## config.mk

```make
export PLATFORM = sky130hd
export DESIGN_NAME = mem_stage_ctrl
export DESIGN_NICKNAME = d
export VERILOG_FILES = /design/src/rtl/mem_stage_ctrl.sv
export SDC_FILE = /design/constraint.sdc
export NUM_CORES = 1
export LEC_CHECK = 0
export ABC_AREA = 1
export BUFFER_PORTS_ARGS = -buffer_cell sky130_fd_sc_hd__buf_2
export CAP_MARGIN = 20
export CORE_ASPECT_RATIO = 0.9
export CORE_MARGIN = 2
export CORE_UTILIZATION = 40
export CTS_CLUSTER_SIZE = 28
export DETAILED_ROUTE_END_ITERATION = 8
export PLACE_DENSITY = 0.67
export SETUP_SLACK_MARGIN = 0.5
export SYNTH_ARGS = -nofsm -noshare
export SYNTH_HDL_FRONTEND = slang
export SYNTH_SLANG_ARGS = --single-unit
```

## constraint.sdc

```tcl
create_clock -name clk -period 1.73 [get_ports clk]
set_input_delay 0.173 -clock clk [delete_from_list [all_inputs] [get_ports clk]]
set_output_delay 0.173 -clock clk [all_outputs]
set_load 0.05 [all_outputs]
```

## src/rtl/mem_stage_ctrl.sv

```systemverilog
`default_nettype none
// ============================================================================
// mem_stage_ctrl : load/store memory stage with byte strobes, load alignment
//                  and a single-entry valid/ready result register.
// Optional macro : MEM_MISALIGN_TRAP_EN (adds out_misalign, skips bus access)
// Revision       : 1.0
// ============================================================================
module mem_stage_ctrl #(
    parameter int XLEN  = 64,
    parameter int REG_W = 5
) (
    input  logic                clk,
    input  logic                resetn,
    input  logic                flush,
    input  logic                in_valid,
    output logic                in_ready,
    input  logic [XLEN-1:0]     in_pc,
    input  logic [XLEN-1:0]     in_addr,
    input  logic [XLEN-1:0]     in_wdata,
    input  logic                in_is_load,
    input  logic                in_is_store,
    input  logic [1:0]          in_size,
    input  logic                in_unsigned,
    input  logic [REG_W-1:0]    in_dst,
    output logic                dreq_valid,
    output logic [XLEN-1:0]     dreq_addr,
    output logic [1:0]          dreq_size,
    output logic [XLEN/8-1:0]   dreq_strobe,
    output logic [XLEN-1:0]     dreq_data,
    input  logic                dresp_data_ok,
    input  logic [XLEN-1:0]     dresp_data,
    output logic                out_valid,
    input  logic                out_ready,
    output logic [XLEN-1:0]     out_pc,
    output logic [REG_W-1:0]    out_dst,
    output logic [XLEN-1:0]     out_result,
    output logic                out_is_load
`ifdef MEM_MISALIGN_TRAP_EN
    ,output logic               out_misalign
`endif
);

    localparam int OFF_W = $clog2(XLEN/8);
    localparam int NB    = XLEN/8;

    typedef enum logic [1:0] {
        IDLE  = 2'd0,
        BUSY  = 2'd1,
        DRAIN = 2'd2
    } state_t;

    state_t             r_state;
    logic               r_unsigned;
    logic               r_is_load;
    logic [XLEN-1:0]    r_addr;
    logic [XLEN-1:0]    r_pc;
    logic [REG_W-1:0]   r_dst;

    logic [1:0]         w_size;
    logic [OFF_W-1:0]   w_lowmask;
    logic [OFF_W-1:0]   w_off;
    logic [XLEN-1:0]    w_addr_al;
    logic [NB-1:0]      w_lanes;
    logic               w_is_mem;
    logic               w_accept;
    logic               w_trap;
    logic               w_issue;
    logic [XLEN-1:0]    w_shifted;
    logic [XLEN-1:0]    w_mask;
    logic               w_sign;
    logic [XLEN-1:0]    w_load;

    // A 32-bit datapath has no dword access; it degrades to a word.
    assign w_size    = (XLEN == 32 && in_size == 2'd3) ? 2'd2 : in_size;
    assign w_lowmask = OFF_W'((32'd1 << w_size) - 32'd1);
    assign w_off     = in_addr[OFF_W-1:0] & ~w_lowmask;
    assign w_addr_al = {in_addr[XLEN-1:OFF_W], w_off};
    assign w_lanes   = NB'((32'd1 << (32'd1 << w_size)) - 32'd1);
    assign w_is_mem  = in_is_load | in_is_store;

`ifdef MEM_MISALIGN_TRAP_EN
    logic w_misalign;
    assign w_misalign = |(in_addr[OFF_W-1:0] & w_lowmask);
    assign w_trap     = w_is_mem & w_misalign;
`else
    assign w_trap     = 1'b0;
`endif

    assign in_ready = (r_state == IDLE) && (!out_valid || out_ready) && !flush;
    assign w_accept = in_valid && in_ready;
    assign w_issue  = w_is_mem && !w_trap;

    // Load data is realigned using the issued (held) request fields.
    assign w_shifted = dresp_data >> {dreq_addr[OFF_W-1:0], 3'b000};

    always_comb begin
        w_mask = '1;
        w_sign = w_shifted[XLEN-1];
        case (dreq_size)
            2'd0: begin w_mask = XLEN'(8'hFF);         w_sign = w_shifted[7];  end
            2'd1: begin w_mask = XLEN'(16'hFFFF);      w_sign = w_shifted[15]; end
            2'd2: begin w_mask = XLEN'(32'hFFFF_FFFF); w_sign = w_shifted[31]; end
            default: begin w_mask = '1;                w_sign = w_shifted[XLEN-1]; end
        endcase
    end

    assign w_load = (w_shifted & w_mask) | ({XLEN{w_sign & ~r_unsigned}} & ~w_mask);

    always_ff @(posedge clk or negedge resetn) begin
        if (!resetn) begin
            r_state     <= IDLE;
            r_unsigned  <= 1'b0;
            r_is_load   <= 1'b0;
            r_addr      <= '0;
            r_pc        <= '0;
            r_dst       <= '0;
            dreq_valid  <= 1'b0;
            dreq_addr   <= '0;
            dreq_size   <= 2'd0;
            dreq_strobe <= '0;
            dreq_data   <= '0;
            out_valid   <= 1'b0;
            out_pc      <= '0;
            out_dst     <= '0;
            out_result  <= '0;
            out_is_load <= 1'b0;
`ifdef MEM_MISALIGN_TRAP_EN
            out_misalign <= 1'b0;
`endif
        end else begin
            if (out_valid && out_ready) begin
                out_valid <= 1'b0;
            end
            case (r_state)
                IDLE: begin
                    if (flush) begin
                        out_valid <= 1'b0;
                    end else if (w_accept) begin
                        if (w_issue) begin
                            r_state     <= BUSY;
                            dreq_valid  <= 1'b1;
                            dreq_addr   <= w_addr_al;
                            dreq_size   <= w_size;
                            dreq_strobe <= in_is_store ? (w_lanes << w_off) : '0;
                            dreq_data   <= in_wdata << {w_off, 3'b000};
                            r_pc        <= in_pc;
                            r_dst       <= in_dst;
                            r_addr      <= in_addr;
                            r_is_load   <= in_is_load;
                            r_unsigned  <= in_unsigned;
                        end else begin
                            out_valid   <= 1'b1;
                            out_pc      <= in_pc;
                            out_dst     <= in_dst;
                            out_result  <= in_addr;
                            out_is_load <= in_is_load;
`ifdef MEM_MISALIGN_TRAP_EN
                            out_misalign <= w_trap;
`endif
                        end
                    end
                end
                BUSY: begin
                    if (dresp_data_ok) begin
                        dreq_valid <= 1'b0;
                        r_state    <= IDLE;
                        // A flush coinciding with completion still discards the result.
                        if (!flush) begin
                            out_valid   <= 1'b1;
                            out_pc      <= r_pc;
                            out_dst     <= r_dst;
                            out_result  <= r_is_load ? w_load : r_addr;
                            out_is_load <= r_is_load;
`ifdef MEM_MISALIGN_TRAP_EN
                            out_misalign <= 1'b0;
`endif
                        end
                    end else if (flush) begin
                        r_state <= DRAIN;
                    end
                end
                DRAIN: begin
                    if (dresp_data_ok) begin
                        dreq_valid <= 1'b0;
                        r_state    <= IDLE;
                    end
                end
                default: r_state <= IDLE;
            endcase
        end
    end

endmodule
`default_nettype wire

```

Word level (Yosys, flattened, before mapping). Cells that the tools add are included.

Flip-flop bits (word level): 411. Input bits: 272.

Add/sub/neg operators: 2. Eq/ne operators: 13. Shift-type cells: 5. Mux-type cells: 47. Bitwise logic cells: 10. Reductions and logical operators: 16.

Operators by type and width (count): 64-bit two-way mux (11); 64-bit one-hot mux with 2 select lines (2); 64-bit one-hot mux with 3 select lines (1); 64-bit bitwise AND (2); 64-bit NOT (1); 64-bit bitwise OR (1); 64-bit by 6-bit left shift with 64-bit output (1); 64-bit by 6-bit >> shifter with 64-bit output (1); 1-bit by 2-bit left shift with 32-bit output, first input constant (1); 1-bit by 32-bit left shift with 8-bit output, first input constant (1); 5-bit two-way mux (5); 1-bit two-way mux (15); 2-bit inequality test, second input constant (7); 2-bit two-way mux (6); 5-bit one-hot mux with 2 select lines (1); 5-bit AND reduction (2); 8-bit two-way mux (1); 8-bit by 3-bit left shift with 8-bit output (1); 8-bit by 1-bit subtractor with 8-bit output, second input constant (1); 1-bit one-hot mux with 2 select lines (3); 2-bit one-hot mux with 3 select lines (1); 6-bit AND reduction (1); 2-bit by 1-bit == test with 1-bit output, second input constant (2); 2-bit == test, second input constant (2); other kinds (16) (23).

Logic depth before layout (Yosys ltp).
Word-level depth: 9. Mapped depth: 14.

Worst setup path after synthesis. Ideal clock, no wire load.

Path kind: register to register. Start point: register r_state[0]. End point: register dreq_data[20]. Arrival: 2.191 ns. Slack: -0.592 ns. Stages on the path, launching flop included: 12. Clock period less this slack: 2.322 ns. Cells stage by stage: dfrtp_1 > inv_1 > ha_1 > inv_2 > nor3_4 > nand2_2 > a21oi_4 > inv_2 > buf_2 > clkbuf_1 > nand2_1 > o21ai_1.

Longest elaborated chain between the ends: 5.

RTL lines: start, declared (RTL line 52) `state_t r_state;`; start signal, assigned (RTL line 111) `r_state <= IDLE;`; start signal, assigned (RTL line 140) `r_state <= BUSY;`; start signal, assigned (RTL line 166) `r_state <= IDLE;`; 2-bit logical NOT (RTL line 89) `assign in_ready = (r_state == IDLE) && (!out_valid || out_ready) && !flush;`; 1-bit logical AND (2 in a row) (RTL line 89); named net in_ready (RTL line 16) `output logic in_ready,`; 1-bit logical AND (RTL line 90) `assign w_accept = in_valid && in_ready;`; 4-bit AND reduction (no source line); end signal, assigned (RTL line 145) `dreq_data <= in_wdata << {w_off, 3'b000};`; end, declared (RTL line 29) `output logic [XLEN-1:0] dreq_data,`.

The timed path passes the listed nets, and every way through them passes these cells. A chain may end at the register's enable or synchronous reset.

Final worst setup path.
Start point: register r_state[0]. End point: register r_pc[22].

Longest elaborated chain between the ends: 5.

RTL lines: 2-bit logical NOT * (RTL line 89, 134); 1-bit logical AND (2 in a row) (RTL line 89); 1-bit logical AND (RTL line 90); 4-bit AND reduction (no source line) *; end signal, assigned (RTL line 146) `r_pc <= in_pc;`; end, declared (RTL line 56) `logic [XLEN-1:0] r_pc;`.

Every way passes the cells marked *; elsewhere a longest branch is shown, timed or not.

==> summary.txt <==
Synthesis
  • Distinct cells, synth: 39
  • Seq/Total Area, Yosys: 46.5%
  • Mapped cell area: 18800 um2
  • Synth top area share: 46.5%
  • Main area contributors after synthesis: dfrtp_1, nand2_1, nor2_1, a21oi_1, o21ai_0
  • Seq cells post-synth: 350
  • Cells after synthesis: 2576
  • Post-synth top area cell: dfrtp_1
  • Warnings, synthesis: 0
  • Mean Syn Cell Area: 7.31 um2
  • Syn Nets: 2854

Timing
  • Rel. slew slack: 52.3%
  • RSZ-0062 raised after global routing: true
  • Measured slew at the worst slew-check pin: 0.715 ns
  • Skew final: 0.0187 ns
  • Final setup fails: 349
  • F_max: 491 MHz
  • Final hold vios: 0
  • Max-slew violations: 0
  • Final Cycle Share: 118%
  • Setup TNS: -69.78 ns
  • Final WS setup: -0.307 ns
  • Fin crit period: 2.04 ns

Finish
  • Most common cell after layout, fill and taps aside: nand2_1
  • Most frequent cells in the layout: nand2_1, buf_2, dfrtp_1
  • Final #Nets: 3638
  • Synthesis-to-finish area growth: 51.4%
  • Final cell utilization of the core: 61.2%
  • Layout cells sized above 1: 31.2%
  • Non-Filler Instances: 4018

Clocking
  • Clk sinks: 350
  • Clock Path Buffers: 3
  • Reg clk slew, reported paths: 0.07 ns
  • CTS Buf Count: 40
  • Root Buffer: clkbuf_16
  • H-tree levels: 2
  • CTS tree: yes
  • Clock Latency Late Sink: 0.58 ns

Detailed routing
  • Routed wire length: 85900 um
  • ANT nets after route: 0
  • Drt wl/cell: 21.4 um
  • Drc violations: 0
  • DRT Pass-1 Iters: 7
  • Via Count: 22000
  • First DRT Iteration DRCs: 2109
  • Avg Vias per Cell: 5.47

GRT
  • GRT overflow: 0
  • Pin count of the biggest net entering global routing: 60
  • First-pass GRT wire length: 123000 um
  • Initial antenna violation count: 12
  • Vias in the first global route: 21200
  • GRT Total Usage: 32.4%

Pwr
  • Clock power frac: 13.8%
  • Sw power: 0.0348 W
  • Seq pwr share: 23.4%
  • Pwr Total: 0.0657 W
  • Peak supply drop: 1.47 mV
  • Switching share of total power: 53.0%
  • Power Internal: 0.0309 W
  • Cell Pwr Density: 2300 nW/um2
  • Combinational share of power: 62.8%
  • Lkg Pwr: 14.3 nW

Die
  • Die Ht: 210 um
  • Top Ports: 547
  • Initial Utilization: 40.5%
  • DIE AREA: 48800 um2
  • DIE WIDTH: 233 um
  • Core area: 46500 um2
  • Row Count: 75

Run status
  • Status: finished, violations left
  • Failing checks: setup timing

Worst setup path
  • Worst Setup End Kind: flip-flop
  • Critical path class: reg -> reg
  • CP arrival: 2.56 ns
  • Slowest cell delay on critical path: 0.39 ns
  • CP Cell Sequence: inv_2, ha_4, inv_4, nor3_4, nand2_4, a21oi_4, buf_4, buf_12, buf_4, buf_12, nand2_1, nand2_1
  • Crit path launch type: flip-flop
  • Critical path's slowest cell: dfrtp_1
  • Crit Path Max Fanout: 25
  • Critical Path RT: 2.25 ns

Placement
  • HPWL Detailed: 55600 um
  • Placed cells: 3684
  • Gp weighted congestion: 0.947
  • Port bufs: 546

Hold path
  • Hold WC Path Type: in -> reg

Job
  • Max cap viols: 0
## cell families after synthesis
logic type | count (synthesis) | share of synthesized area, %
AND/OR/NAND/NOR | 1390 | 28.8
buffers and inverters | 329 | 8.66
AO/OA/AOI/OAI | 472 | 14.1
flip-flops | 350 | 46.5
multiplexers | 29 | 1.54
adder cells (fa/ha/maj) | 6 | 0.399
## cell usage after synthesis (all sizes together)
| cell type | count |
|---|---|
| o221ai | 2 |
| nand2 | 998 |
| a211oi | 1 |
| nand3 | 121 |
| buf | 153 |
| nor3 | 1 |
| or2 | 3 |
| a31oi | 73 |
| a221oi | 7 |
| o21ai | 154 |
| o22ai | 2 |
| a21oi | 179 |
| o211ai | 39 |
| a22oi | 2 |
| dfrtp | 350 |
| a21boi | 1 |
| o311ai | 5 |
| nand4 | 2 |
| a32o | 3 |
| a31o | 1 |
| mux2i | 29 |
| nor2 | 264 |
| clkbuf | 87 |
| and2 | 1 |
| ha | 6 |
| inv | 88 |
| a22o | 1 |
| clkinv | 1 |
| o31ai | 2 |
## registers in the layout (all words and copies together) (netlist names)
signal,cells
r_pc,64
out_is_load,1
out_pc,64
dreq_strobe,8
r_addr,4
out_result,64
out_valid,1
dreq_data,64
dreq_addr,63
r_unsigned,1
r_dst,5
r_is_load,1
out_dst,5
dreq_size,2
r_state,2
dreq_valid,1
## worst max-delay path: cells and delay by family, from the launching register on
| family | cells | cell delay [ns] |
|---|---|---|
| flip-flops | 1 | 0.39 |
| buffers and inverters | 6 | 0.74 |
| AO/OA/AOI/OAI | 1 | 0.19 |
| adder cells (fa/ha/maj) | 1 | 0.15 |
| AND/OR/NAND/NOR | 4 | 0.48 |
## metrics by stage
step / hold WS (ns) / setup slack (ns) / cell area [um2]
CTS: -0.0192 / -0.244 / 27100
global route: 0.0157 / -0.393 / 28500
finish: 0.00717 / -0.307 / 28500
floorplan: -0.123 / -0.445 / 19200
global placement: 0.137 / -0.600 / 23100
detailed placement: 0.142 / -0.569 / 23100
## layout make-up
| class | instances | area (um2) |
|---|---|---|
| clock buffers | 57 | 1160 |
| fillers | 4075 | 18000 |
| clock inverters | 16 | 226 |
| repair buffers | 975 | 7780 |
| multi-input cells | 1899 | 9310 |
| diodes | 11 | 27.5 |
| repair inverters | 5 | 66.3 |
| flip-flops and latches | 350 | 8760 |
| well taps | 616 | 771 |
| inverters | 89 | 404 |
## metal layers
layer,global-route usage (%),vias up,routed length [um]
met5,0,-,41
met4,14.1,6,4070
met3,7.30,258,8210
met2,52.0,1279,39900
met1,42.0,10500,33700
li1,-,9880,-
## power by group through the flow
| stage | sequential, W | combinational, W | clock [W] |
|---|---|---|---|
| 2_1_floorplan | 0.0230 | 0.0170 | 0 |
| 3_3_place_gp | 0.0150 | 0.0348 | 0 |
| 3_5_place_dp | 0.0151 | 0.0353 | 0 |
| 4_1_cts | 0.0151 | 0.0380 | 0.00916 |
| 5_1_grt | 0.0157 | 0.0438 | 0.00948 |
| 6_report | 0.0154 | 0.0413 | 0.00905 |
## path summary, 6_finish.rpt
check	from	to	slack, ns	cells past startpoint
setup / recovery	r_state[0]$_DFFE_PN0P_	r_pc[22]$_DFFE_PN0P_	-0.31	12
hold / removal	out_ready	out_valid$_DFF_PN0_	0.007	4
hold reg to reg	r_pc[63]$_DFFE_PN0P_	r_pc[63]$_DFFE_PN0P_	0.48	2
min in group asynchronous	resetn	dreq_addr[10]$_DFFE_PN0P_	0.11	2
max in group asynchronous	resetn	r_pc[25]$_DFFE_PN0P_	0.87	3
setup reg to reg	r_state[0]$_DFFE_PN0P_	r_pc[22]$_DFFE_PN0P_	-0.31	12
## what timing repair did
action | 4_1_cts | 5_1_grt
hold endpoints to repair | 543 | 0
setup buffers | 15 | 19
endpoints found under the setup margin | 625 | 625
cloned | 15 | 25
hold buffers | 176 | 0
gates resized for setup | 103 | 182
pin swaps | 14 | 33
No activity file was read; power rests on OpenSTA's default activity.
